--- src/rtl/booth_mac_seq_if.sv ---
// Operand/result handshake bundle for booth_mac_seq.
// slave  : the MAC unit side; master : the producer/consumer side.
interface booth_mac_seq_if #(
    parameter int N = 16
);
    logic         in_valid;
    logic         in_ready;
    logic [N-1:0] a;
    logic [N-1:0] b;
    logic         acc_clear;
    logic         last;
    logic         out_valid;
    logic         out_ready;
    logic [N-1:0] out_data;
    logic         out_sat;

    modport slave (
        input  in_valid, a, b, acc_clear, last, out_ready,
        output in_ready, out_valid, out_data, out_sat
    );

    modport master (
        output in_valid, a, b, acc_clear, last, out_ready,
        input  in_ready, out_valid, out_data, out_sat
    );
endinterface

--- src/rtl/booth_mac_seq.sv ---
// Sequential radix-4 Booth multiply-accumulate unit.
// One operand pair per N/2+2 cycles; a rounded, saturated N-bit result is
// produced when the pair flagged 'last' has been accumulated.
//
// state  | meaning
// -------+-------------------------------------------------------------
// IDLE   | waiting for an operand pair, in_ready=1
// MUL    | N/2 Booth iterations, two multiplier bits per cycle
// ACC    | add product into accumulator, compute result if last
// OUT    | result held on out_data/out_sat until consumer takes it
module booth_mac_seq #(
    parameter int N     = 16,
    parameter int FRAC  = 10,
    parameter int GUARD = 8
) (
    input  logic             clk,
    input  logic             reset,
    booth_mac_seq_if.slave   bus,
    output logic             o_busy
);
    localparam int ACC_W = 2*N + GUARD;
    localparam int CNT_W = (N/2 > 1) ? $clog2(N/2) : 1;
    localparam logic [CNT_W-1:0] CNT_LAST = CNT_W'(N/2 - 1);

    localparam logic [1:0] S_IDLE = 2'd0;
    localparam logic [1:0] S_MUL  = 2'd1;
    localparam logic [1:0] S_ACC  = 2'd2;
    localparam logic [1:0] S_OUT  = 2'd3;

    localparam logic        [ACC_W:0] ONE  = 1;
    localparam logic        [ACC_W:0] RND  = (FRAC == 0) ? '0 : (ONE << ((FRAC == 0) ? 0 : FRAC - 1));
    localparam logic signed [ACC_W:0] MAXV = {{(ACC_W-N+2){1'b0}}, {(N-1){1'b1}}};
    localparam logic signed [ACC_W:0] MINV = {{(ACC_W-N+2){1'b1}}, {(N-1){1'b0}}};

    logic [1:0]              r_state;
    logic [CNT_W-1:0]        r_cnt;
    logic [N-1:0]            r_a;
    logic signed [N+1:0]     r_hi;      // upper partial product, N+2 bits so -2^(N-1)*2 is exact
    logic [N-1:0]            r_lo;      // multiplier bits shifting out, product low half shifting in
    logic                    r_bm1;     // b[2i-1] of the current triplet
    logic                    r_clear;
    logic                    r_last;
    logic signed [ACC_W-1:0] r_acc;
    logic [N-1:0]            r_out_data;
    logic                    r_out_sat;

    logic signed [N+1:0]     w_a1;
    logic signed [N+1:0]     w_a2;
    logic signed [N+1:0]     w_sel;
    logic signed [N+1:0]     w_pp;
    logic signed [2*N-1:0]   w_prod;
    logic signed [ACC_W-1:0] w_prod_ext;
    logic signed [ACC_W-1:0] w_acc_next;
    logic signed [ACC_W:0]   w_rnd;
    logic signed [ACC_W:0]   w_r;
    logic [N-1:0]            w_res;
    logic                    w_sat;

    assign w_a1 = {{2{r_a[N-1]}}, r_a};
    assign w_a2 = {r_a[N-1], r_a, 1'b0};

    // Booth digit selection from the current multiplier triplet
    always_comb begin
        w_sel = '0;
        case ({r_lo[1:0], r_bm1})
            3'b001, 3'b010: w_sel = w_a1;
            3'b011:         w_sel = w_a2;
            3'b100:         w_sel = -w_a2;
            3'b101, 3'b110: w_sel = -w_a1;
            default:        w_sel = '0;
        endcase
    end

    assign w_pp       = r_hi + w_sel;
    assign w_prod     = {r_hi[N-1:0], r_lo};
    assign w_prod_ext = ACC_W'(w_prod);
    assign w_acc_next = r_clear ? w_prod_ext : r_acc + w_prod_ext;
    // one extra bit keeps the rounding add from wrapping near full scale
    assign w_rnd      = (ACC_W+1)'(w_acc_next) + $signed(RND);
    assign w_r        = w_rnd >>> FRAC;

    // Saturate the rounded accumulator to the N-bit output format
    always_comb begin
        w_res = w_r[N-1:0];
        w_sat = 1'b0;
        if (w_r > MAXV) begin
            w_res = {1'b0, {(N-1){1'b1}}};
            w_sat = 1'b1;
        end else if (w_r < MINV) begin
            w_res = {1'b1, {(N-1){1'b0}}};
            w_sat = 1'b1;
        end
    end

    // Control FSM and datapath registers
    always_ff @(posedge clk) begin
        if (reset) begin
            r_state    <= S_IDLE;
            r_cnt      <= '0;
            r_a        <= '0;
            r_hi       <= '0;
            r_lo       <= '0;
            r_bm1      <= 1'b0;
            r_clear    <= 1'b0;
            r_last     <= 1'b0;
            r_acc      <= '0;
            r_out_data <= '0;
            r_out_sat  <= 1'b0;
        end else begin
            case (r_state)
                S_IDLE: begin
                    if (bus.in_valid) begin
                        r_a     <= bus.a;
                        r_lo    <= bus.b;
                        r_hi    <= '0;
                        r_bm1   <= 1'b0;
                        r_cnt   <= '0;
                        r_clear <= bus.acc_clear;
                        r_last  <= bus.last;
                        r_state <= S_MUL;
                    end
                end
                S_MUL: begin
                    r_hi  <= w_pp >>> 2;
                    r_lo  <= {w_pp[1:0], r_lo[N-1:2]};
                    r_bm1 <= r_lo[1];
                    r_cnt <= r_cnt + 1'b1;
                    if (r_cnt == CNT_LAST) begin
                        r_state <= S_ACC;
                    end
                end
                S_ACC: begin
                    r_acc <= w_acc_next;
                    if (r_last) begin
                        r_out_data <= w_res;
                        r_out_sat  <= w_sat;
                        r_state    <= S_OUT;
                    end else begin
                        r_state <= S_IDLE;
                    end
                end
                default: begin
                    if (bus.out_ready) begin
                        r_state <= S_IDLE;
                    end
                end
            endcase
        end
    end

    assign bus.in_ready  = (r_state == S_IDLE);
    assign bus.out_valid = (r_state == S_OUT);
    assign bus.out_data  = r_out_data;
    assign bus.out_sat   = r_out_sat;
    assign o_busy        = (r_state != S_IDLE);

endmodule

--- src/flat_wrapper.sv ---
// flat-port wrapper written by rule: the top's interface ports become plain ports
module booth_mac_seq_flat 
#(
    parameter int N     = 16,
    parameter int FRAC  = 10,
    parameter int GUARD = 8
)
  (clk, reset, o_busy, bus_in_valid, bus_a, bus_b, bus_acc_clear, bus_last, bus_out_ready, bus_in_ready, bus_out_valid, bus_out_data, bus_out_sat);
  booth_mac_seq_if #(.N(N)) bus_i ();
  input  logic clk;
  input  logic reset;
  output logic o_busy;
  input wire logic [$bits(bus_i.in_valid)-1:0] bus_in_valid;
  input wire logic [$bits(bus_i.a)-1:0] bus_a;
  input wire logic [$bits(bus_i.b)-1:0] bus_b;
  input wire logic [$bits(bus_i.acc_clear)-1:0] bus_acc_clear;
  input wire logic [$bits(bus_i.last)-1:0] bus_last;
  input wire logic [$bits(bus_i.out_ready)-1:0] bus_out_ready;
  output wire logic [$bits(bus_i.in_ready)-1:0] bus_in_ready;
  output wire logic [$bits(bus_i.out_valid)-1:0] bus_out_valid;
  output wire logic [$bits(bus_i.out_data)-1:0] bus_out_data;
  output wire logic [$bits(bus_i.out_sat)-1:0] bus_out_sat;
  assign bus_i.in_valid = bus_in_valid;
  assign bus_i.a = bus_a;
  assign bus_i.b = bus_b;
  assign bus_i.acc_clear = bus_acc_clear;
  assign bus_i.last = bus_last;
  assign bus_i.out_ready = bus_out_ready;
  assign bus_in_ready = bus_i.in_ready;
  assign bus_out_valid = bus_i.out_valid;
  assign bus_out_data = bus_i.out_data;
  assign bus_out_sat = bus_i.out_sat;
  booth_mac_seq #(.N(N), .FRAC(FRAC), .GUARD(GUARD)) u_core (.clk(clk), .reset(reset), .bus(bus_i), .o_busy(o_busy));
endmodule
--- config.mk ---
export PLATFORM = sky130hd
export DESIGN_NAME = booth_mac_seq_flat
export DESIGN_NICKNAME = d
export VERILOG_FILES = /design/src/rtl/booth_mac_seq_if.sv /design/src/rtl/booth_mac_seq.sv /design/src/flat_wrapper.sv
export SDC_FILE = /design/constraint.sdc
export NUM_CORES = 1
export LEC_CHECK = 0
export BUFFER_PORTS_ARGS = -buffer_cell sky130_fd_sc_hd__buf_2
export CORE_MARGIN = 5
export CORE_UTILIZATION = 55
export CTS_CLUSTER_DIAMETER = 150
export CTS_CLUSTER_SIZE = 24
export DETAILED_ROUTE_END_ITERATION = 10
export HOLD_SLACK_MARGIN = 0.15
export PLACE_DENSITY = 0.72
export SYNTH_ARGS = -nofsm -noshare
export SYNTH_HDL_FRONTEND = slang
export SYNTH_SLANG_ARGS = --single-unit
--- constraint.sdc ---
create_clock -name clk -period 7.8 [get_ports clk]
set_input_delay 1.56 -clock clk [delete_from_list [all_inputs] [get_ports clk]]
set_output_delay 1.56 -clock clk [all_outputs]
set_load 0.01 [all_outputs]
Word level (Yosys, flattened, before mapping)
Index checks and enable logic that the tools add are counted.
W data, S select, Z words.
{ "totals": {"regBits": 115, "in_bits": 38, "output_inout_bits": 20, "wordCells": 60} }
{ "op_classes": {"addsub": 6, "order_cmp": 2, "n_eq_ne": 12, "mux": 19, "n_reduce_logical": 10} }
{ "ops": {"columns": ["operator", "n"], "rows": [
  ["$pmux W18 S4", 1],
  ["$mux W16", 3],
  ["$add A40 B11 Y41 const B", 1],
  ["$add A40 B32 Y40", 1],
  ["$mux W40", 1],
  ["$pmux W18 S2", 1],
  ["$pmux W16 S2", 1],
  ["$gt A31 B16 Y1 const B", 1],
  ["$lt A31 B16 Y1 const B", 1],
  ["$add A18 B18 Y18", 1],
  ["$mux W18", 1],
  ["$neg A16 Y18", 1],
  ["$neg A17 Y18", 1],
  ["$eq A3 B3 Y1 const B", 4],
  ["$mux W2", 4],
  ["$eq A3 B2 Y1 const B", 2],
  ["$pmux W2 S3", 1],
  ["$pmux W3 S2", 1],
  ["$reduce_and A2 Y1", 3],
  ["$eq A2 B2 Y1 const B", 2],
  ["$reduce_bool A2 Y1", 2],
  ["$reduce_bool A4 Y1", 1],
  ["$reduce_or A2 Y1", 2],
  ["$add A3 B1 Y3 const B", 1],
  ["9 further kinds", 11]
]} }

Longest topological paths before layout
Gate-level depths: netlist of the first run.
{ "logic_depth": {"ltp_word": 6, "mapped_depth": 24, "depth_no_buf": 23} }

Worst setup path before layout of the first run
No wires, ideal clock.
{ "synth_path": {"path_type": "register -> register", "start": "register u_core.r_lo[1]", "end": "register u_core.r_out_data[5], in the netlist u_core.bus.out_data[5]", "setup_ns": 0.116, "arrival_ns": 4.797, "required_ns": 7.684, "path_slack_ns": 2.887, "stages_incl_launch_ff": 20, "n_path_buf": 2, "synth_period_minus_slack_ns": 4.913, "path_cell_list": "dfxtp_1 inv_1 fa_1 nand2b_1 a21o_1 a21o_1 o21ai_0 mux2i_1 nand3_1 a2111o_1 or4_1 buf_2 nor3_4 nand2_1 o2111a_1 or4_4 o21a_2 buf_6 a21oi_1 nor2_1"} }
{ "synth_via": {"elab_chain_len": 6} }
{ "synth_lines": {"columns": ["item", "line", "rtl"], "rows": [
  ["from (decl)", "booth_mac_seq.sv:39", "logic [N-1:0] r_lo;"],
  ["from (signal assigned)", "booth_mac_seq.sv:114", "r_lo <= bus.b;"],
  ["from (signal assigned)", "booth_mac_seq.sv:125", "r_lo <= {w_pp[1:0], r_lo[N-1:2]};"],
  ["$add A40 B32 Y40", "booth_mac_seq.sv:77", "assign w_acc_next = r_clear ? w_prod_ext : r_acc + w_prod_ext;"],
  ["$mux W40 (*)", "booth_mac_seq.sv:77", null],
  ["$add A40 B11 Y41 (*)", "booth_mac_seq.sv:79", "assign w_rnd = (ACC_W+1)'(w_acc_next) + $signed(RND);"],
  ["$lt A31 B16 Y1", "booth_mac_seq.sv:89", "end else if (w_r < MINV) begin"],
  ["$mux W16", "booth_mac_seq.sv:89", null],
  ["$mux W16 (*)", "booth_mac_seq.sv:86", "if (w_r > MAXV) begin"],
  ["to (signal assigned)", "booth_mac_seq.sv:135", "r_out_data <= w_res;"],
  ["to (decl)", "booth_mac_seq.sv:44", "logic [N-1:0] r_out_data;"]
]} }
Mark *: on every way between the ends. The rest lies on a longest branch, timed or not.
A chain may end at the register's enable or synchronous reset.

Final worst setup path of the first run
{ "layout_path": {"start": "register u_core.r_lo[0]", "end": "register u_core.r_out_data[3], in the netlist u_core.bus.out_data[3]"} }
Same word-level chain as after synthesis.

==> results.json, run 1 <==
{
  "status": "finished, final reports clean",
  "grt_pass1_vias": 9015,
  "antenna_found_initial": 0,
  "cts.clk_slew.worst_paths_ps": 60,
  "dp_hpwl_mm": 20.7,
  "grtUsageTotal": 0.277,
  "synth_compound_area_frac": 0.285,
  "synth_edf_count": 0,
  "setup_tns_ps": 0,
  "power.density_nw_per_um2": 172,
  "cts_root_buf": "clkbuf_16",
  "power.internal_mw": 1.27,
  "setup_violations": 0,
  "final_common_cell": "nand2_1",
  "clk_latency_ps": 430,
  "die_height_um": 143,
  "worst_slew_pin_slew_ps": 1110,
  "clkPwrFrac": 0.465,
  "synthXorXnorAreaFrac": 0.0609,
  "synthesis.area_um2": 9750,
  "whs_path_depth": 2,
  "cts.path.max_buffers": 2,
  "switching_share": 0.305,
  "fp.dieArea_um2": 20500,
  "power_mw": 1.83,
  "crit_type": "reg -> reg",
  "synth.avg_cell_area_um2": 7.16,
  "drt_iter0_drc": 1005,
  "synth-simple-area-share": 0.271,
  "synth.distinct_cells": 91,
  "crit_fanout": 37,
  "critPathCaptureType": "flop",
  "syn-num-nets": 1462,
  "n_antenna_cell": 0,
  "met3WireLength_mm": 1.76,
  "die_width_um": 143,
  "layout_min_cycle_time_ps": 6310,
  "hp-class": "reg -> reg",
  "cts_setup_buffers": 0,
  "final_nets": 1456,
  "seq_power_share": 0.346,
  "wl_met2_mm": 13.0,
  "rsz0062_at_grt": "false",
  "cpMaxStageDelayCell": "o31ai_4",
  "mostFrequentLayoutCells": "199 x nand2_1, 156 x nor2_1, 123 x a21oi_1, 112 x dfxtp_1, 65 x o21ai_0",
  "h-tree-depth": 4,
  "p_switching_mw": 0.559,
  "synthMuxAreaShare": 0.0189,
  "start_kind": "flop",
  "yosysWarnings": 0,
  "yosysSeqAreaShare": 0.232,
  "finalCritPeriodShare": 0.809,
  "crit_top_cell": "a21o_1",
  "path_cells": "buf_4, ha_1, inv_1, fa_1, nand2b_1, a21o_1, a21o_1, o2bb2ai_1, a2111oi_1, nand2_1, o31ai_1, nand4bb_1, nor4_2, a211oi_1, a221oi_1, nand4_1, o31ai_4, and3_1, o221a_1",
  "wirelength_met1_mm": 12.7,
  "area_growth_pct": 9.34,
  "relSlewSlack": 0.260,
  "detail_route.first_pass.iterations": 6,
  "pin_count": 58,
  "drv_slew": 0,
  "max_freq_mhz": 158,
  "cts_tree": "done",
  "ir_drop_v": 0.000169,
  "cts_buffers": 17,
  "hold_buffers": 0,
  "initial_utilization": 0.562,
  "cts-resized-gates": 0,
  "top_layer_used": "met4",
  "cts_sinks": 113,
  "grt_start_max_net_pins": 67,
  "finClkSkew_ps": 6.90,
  "wl_mm": 28.3,
  "async_flop_share": 0,
  "grt_pass1_wl_mm": 46.1,
  "hold_viol_final": 0,
  "gp_congestion": 0.936,
  "ys.flop_type": "dfxtp_1",
  "ys_ff_latch": 113,
  "max_cap_viol_count": 0,
  "via_per_inst": 6.28,
  "routedWlPerCell_um": 17.8,
  "crit_required_ps": 8160,
  "crit_arrival_ps": 6680,
  "reg2regPathDepth": 19,
  "postRouteAntennaNets": 0,
  "leakagePower_nw": 4.30,
  "synth_top_family_by_area": "compound AO/OA/AOI/OAI gates",
  "syn_inst": 1362,
  "drive_gt1_frac": 0.108,
  "io_buffers": 57,
  "grt_overflow_total": 0,
  "row_count": 48,
  "cpPeakStageDelay_ps": 760,
  "vias": 10000,
  "core_area_um2": 17400,
  "synth_adder_area_share": 0.0811,
  "power_frac_comb": 0.190,
  "drcViolationCount": 0
}
-- path summary, 6_finish.rpt --
kind                            from  slack [ps]                       to
max                   u_core.r_lo[0]        1490   u_core.bus.out_data[3]
min          u_core.bus.out_data[15]         460  u_core.bus.out_data[15]
max reg2reg           u_core.r_lo[0]        1490   u_core.bus.out_data[3]
min reg2reg  u_core.bus.out_data[15]         460  u_core.bus.out_data[15]
-- state kept, by name (all words and copies together), names as in the netlist --
signal and flops:
u_core.bus.out_sat 1, u_core.r_a 16, u_core.r_state 2, u_core.r_last 1
u_core.bus.out_data 16, u_core.r_cnt 3, u_core.r_clear 1, u_core.r_hi 16
u_core.r_lo 16, u_core.r_bm1 1, u_core.r_acc 40
-- synthesized netlist by cell type, types with 4 or more instances --
cell	count	area share
a211oi_1	27	0.021
buf_2	8	0.0041
or3_1	11	0.0071
a21o_1	28	0.022
o21bai_1	6	0.0046
a21oi_1	123	0.063
buf_1	5	0.0019
dfxtp_1	113	0.23
nand3_1	39	0.020
xnor2_1	40	0.036
o21ai_0	65	0.033
and3_1	14	0.0090
o21ai_1	5	0.0026
a221oi_1	10	0.0090
o211ai_1	9	0.0069
xor2_1	26	0.023
nand2b_1	14	0.0090
nor4_1	12	0.0077
o31ai_1	8	0.0062
ha_1	60	0.077
nor3_1	41	0.021
o2111ai_1	4	0.0036
inv_1	29	0.011
mux2i_1	15	0.015
a21oi_2	12	0.011
nand4_1	13	0.0083
a31oi_1	24	0.015
nand2_1	200	0.077
nor3b_1	4	0.0031
and2_1	11	0.0071
or4_1	4	0.0031
a311oi_1	23	0.021
nor2b_1	13	0.0083
a2111o_1	4	0.0046
nor2_1	156	0.060
o31a_1	5	0.0045
o21a_1	9	0.0069
clkbuf_1	74	0.028
a211o_1	4	0.0036
or2_2	11	0.0071
-- power groups by stage --
stage / Combinational, mW / Sequential [mW] / Clock, mW
6_report: 0.347 / 0.633 / 0.850
5_1_grt: 0.387 / 0.635 / 0.893
4_1_cts: 0.344 / 0.631 / 0.861
3_5_place_dp: 0.341 / 0.644 / 0
3_3_place_gp: 0.337 / 0.643 / 0
2_1_floorplan: 0.278 / 0.625 / 0
-- stage by stage --
stage          cell area, µm²  std cells  hold WS (ps)   util  setup slack (ps)
2_1_floorplan            9750       1362           436      -              2890
3_3_place_gp            10000       1562           447  0.578              1810
3_5_place_dp            10000       1562           450  0.578              1690
4_1_cts                 10700       1593           458  0.614              1610
5_1_grt                 10700       1593           468  0.614               982
6_report                10700       1593           459  0.614              1490
-- metal layers --
metal	vias to the layer above	track usage
met3	68	0.0506
met4	0	0.0990
met2	310	0.441
met5	-	0
met1	4680	0.375
li1	4953	-
-- final cells by class --
type                       count  area (µm²)
tap                          225         282
sequential                   113        2260
clock buffer                  17         425
multi-input combinational   1127        7010
timing repair buffer          67         363
clock inverter                14         209
fill                        1610        6690
inverter                      30         113
-- worst max-delay path: cells and delay by family, from the launching register on --
kind / cells / cell delay (ps)
AO/OA/AOI/OAI: 9 / 3070
AND/OR/NAND/NOR: 6 / 1840
buffers and inverters: 2 / 400
flip-flops: 1 / 300
adder cells (fa/ha/maj): 2 / 630
-- cell families after synthesis --
kind of cell	after synthesis
flops	113
fa+ha+maj	62
compound gates	413
buf+inv	122
simple gates	567
mux	18
xor+xnor	67
(Power assumes the default switching activity.)
==> run 2, diff against run 1 <==
- clock period: 7.8 -> 5.86 ns (I/O delays scaled with it)
==> results.json, run 2 (synthesis results as in run 1) <==
{
  "hold_buffers": 0,
  "cpPeakStageDelay_ps": 700,
  "drcViolationCount": 0,
  "grtUsageTotal": 0.275,
  "relSlewSlack": 0.256,
  "hold_viol_final": 0,
  "drt_iter0_drc": 929,
  "rsz0062_at_grt": "false",
  "setup_violations": 0,
  "antenna_found_initial": 0,
  "io_buffers": 57,
  "fillers": 1588,
  "row_count": 48,
  "finClkSkew_ps": 12.0,
  "crit_required_ps": 6170,
  "gp_congestion": 0.972,
  "grt_pass1_vias": 9007,
  "critPathCaptureType": "flop",
  "placed_cell_area_um2": 10100,
  "finalCritPeriodShare": 0.956,
  "cts_root_buf": "clkbuf_16",
  "crit_type": "reg -> reg",
  "hp-class": "reg -> reg",
  "max_cap_viol_count": 0,
  "routedWlPerCell_um": 17.6,
  "max_freq_mhz": 179,
  "cts_tree": "done",
  "drv_slew": 0,
  "cts.path.max_buffers": 2,
  "fp.dieArea_um2": 20500,
  "h-tree-depth": 4,
  "wl_mm": 28.4,
  "vias": 10000,
  "setup_tns_ps": 0,
  "final_common_cell": "nand2_1",
  "power.density_nw_per_um2": 225,
  "clk_latency_ps": 430,
  "top_register": "u_core.r_acc",
  "crit_arrival_ps": 5910,
  "detail_route.first_pass.iterations": 5,
  "final_nets": 1473,
  "grt_pass1_wl_mm": 45.8,
  "die_width_um": 143,
  "cts_sinks": 113,
  "dp_hpwl_mm": 20.6,
  "die_height_um": 143,
  "crit_fanout": 15,
  "pin_count": 58,
  "grt_start_max_net_pins": 67,
  "cpMaxStageDelayCell": "or4_1",
  "n_antenna_cell": 0,
  "design_area_um2": 10800,
  "postRouteAntennaNets": 0,
  "core_area_um2": 17400,
  "path_cells": "ha_1, o21ai_0, or3b_1, a21oi_2, a31o_1, mux2i_1, o2111ai_1, a2111o_1, or4_1, nor3_4, a31oi_1, nor4_1, nand3b_1, o21a_2, o221a_1",
  "status": "finished, final reports clean",
  "cts.clk_slew.worst_paths_ps": 60,
  "largest_register_ffs": 40,
  "grt_overflow_total": 0,
  "mostFrequentLayoutCells": "199 x nand2_1, 156 x nor2_1, 123 x a21oi_1, 112 x dfxtp_1, 64 x o21ai_0",
  "layout_min_cycle_time_ps": 5600,
  "r2r_slack_ps": 260,
  "area_growth_pct": 10.5,
  "worst_slew_pin_slew_ps": 1110,
  "cts_buffers": 17,
  "start_kind": "flop",
  "ir_drop_v": 0.000212,
  "initial_utilization": 0.562,
  "drive_gt1_frac": 0.120,
  "via_per_inst": 6.22,
  "leakagePower_nw": 4.37
}
[run 2: metrics by stage]
stage	std cells	hold slack, ps	util	setup slack (ps)	total power, mW
after detailed placement	1577	450	0.584	338	1.32
after CTS	1609	461	0.620	292	2.42
final	1611	456	0.621	260	2.42
after floorplan	1362	436	-	947	1.20
after global routing	1611	488	0.621	2.67	2.52
after global placement	1577	446	0.584	470	1.31
[run 2: area by class of cell]
cell class | instances | area [µm²] | area share
Clock inverter | 14 | 179 | 0.0166
Inverter | 30 | 113 | 0.0104
Timing Repair Buffer | 84 | 490 | 0.0455
Multi-Input combinational cell | 1127 | 7010 | 0.651
Tap cell | 225 | 282 | 0.0261
Clock buffer | 18 | 439 | 0.0407
Sequential cell | 113 | 2260 | 0.210
[run 2: final timing paths]
path                                         startpoint  cells after the start                 endpoint
worst min-delay path            u_core.bus.out_data[15]                      2  u_core.bus.out_data[15]
worst max-delay path                     u_core.r_lo[4]                     15   u_core.bus.out_data[3]
worst max register to register           u_core.r_lo[4]                     15   u_core.bus.out_data[3]
worst min register to register  u_core.bus.out_data[15]                      2  u_core.bus.out_data[15]
[run 2: per-layer routing]
metal | global-route usage | vias to the layer above | wire [µm] | part of all wire
met4 | 0.101 | 0 | 960 | 0.034
met3 | 0.0432 | 68 | 1740 | 0.061
met2 | 0.449 | 323 | 13000 | 0.46
met1 | 0.368 | 4637 | 12700 | 0.45
li1 | - | 4985 | - | -
met5 | 0 | - | 0 | 0
[run 2: critical path: cells and delay by family, from the launching register on]
family                   cells  cell delay, ps
AND/OR/NAND/NOR              5            2160
AO/OA/AOI/OAI                8            2340
multiplexers                 1             260
adder cells (fa/ha/maj)      1             380
flip-flops                   1             340
[run 2: timing repair]
item / CTS / global route
resized for setup: 0 / 2
buffers inserted: 0 / 2
endpoints found under the setup margin: 0 / 15
[run 2: power by group]
part,internal (mW),leakage [nW],switching (mW)
sequential,0.794,0.918,0.0407
combinational,0.187,3.16,0.288
clock,0.685,0.294,0.426
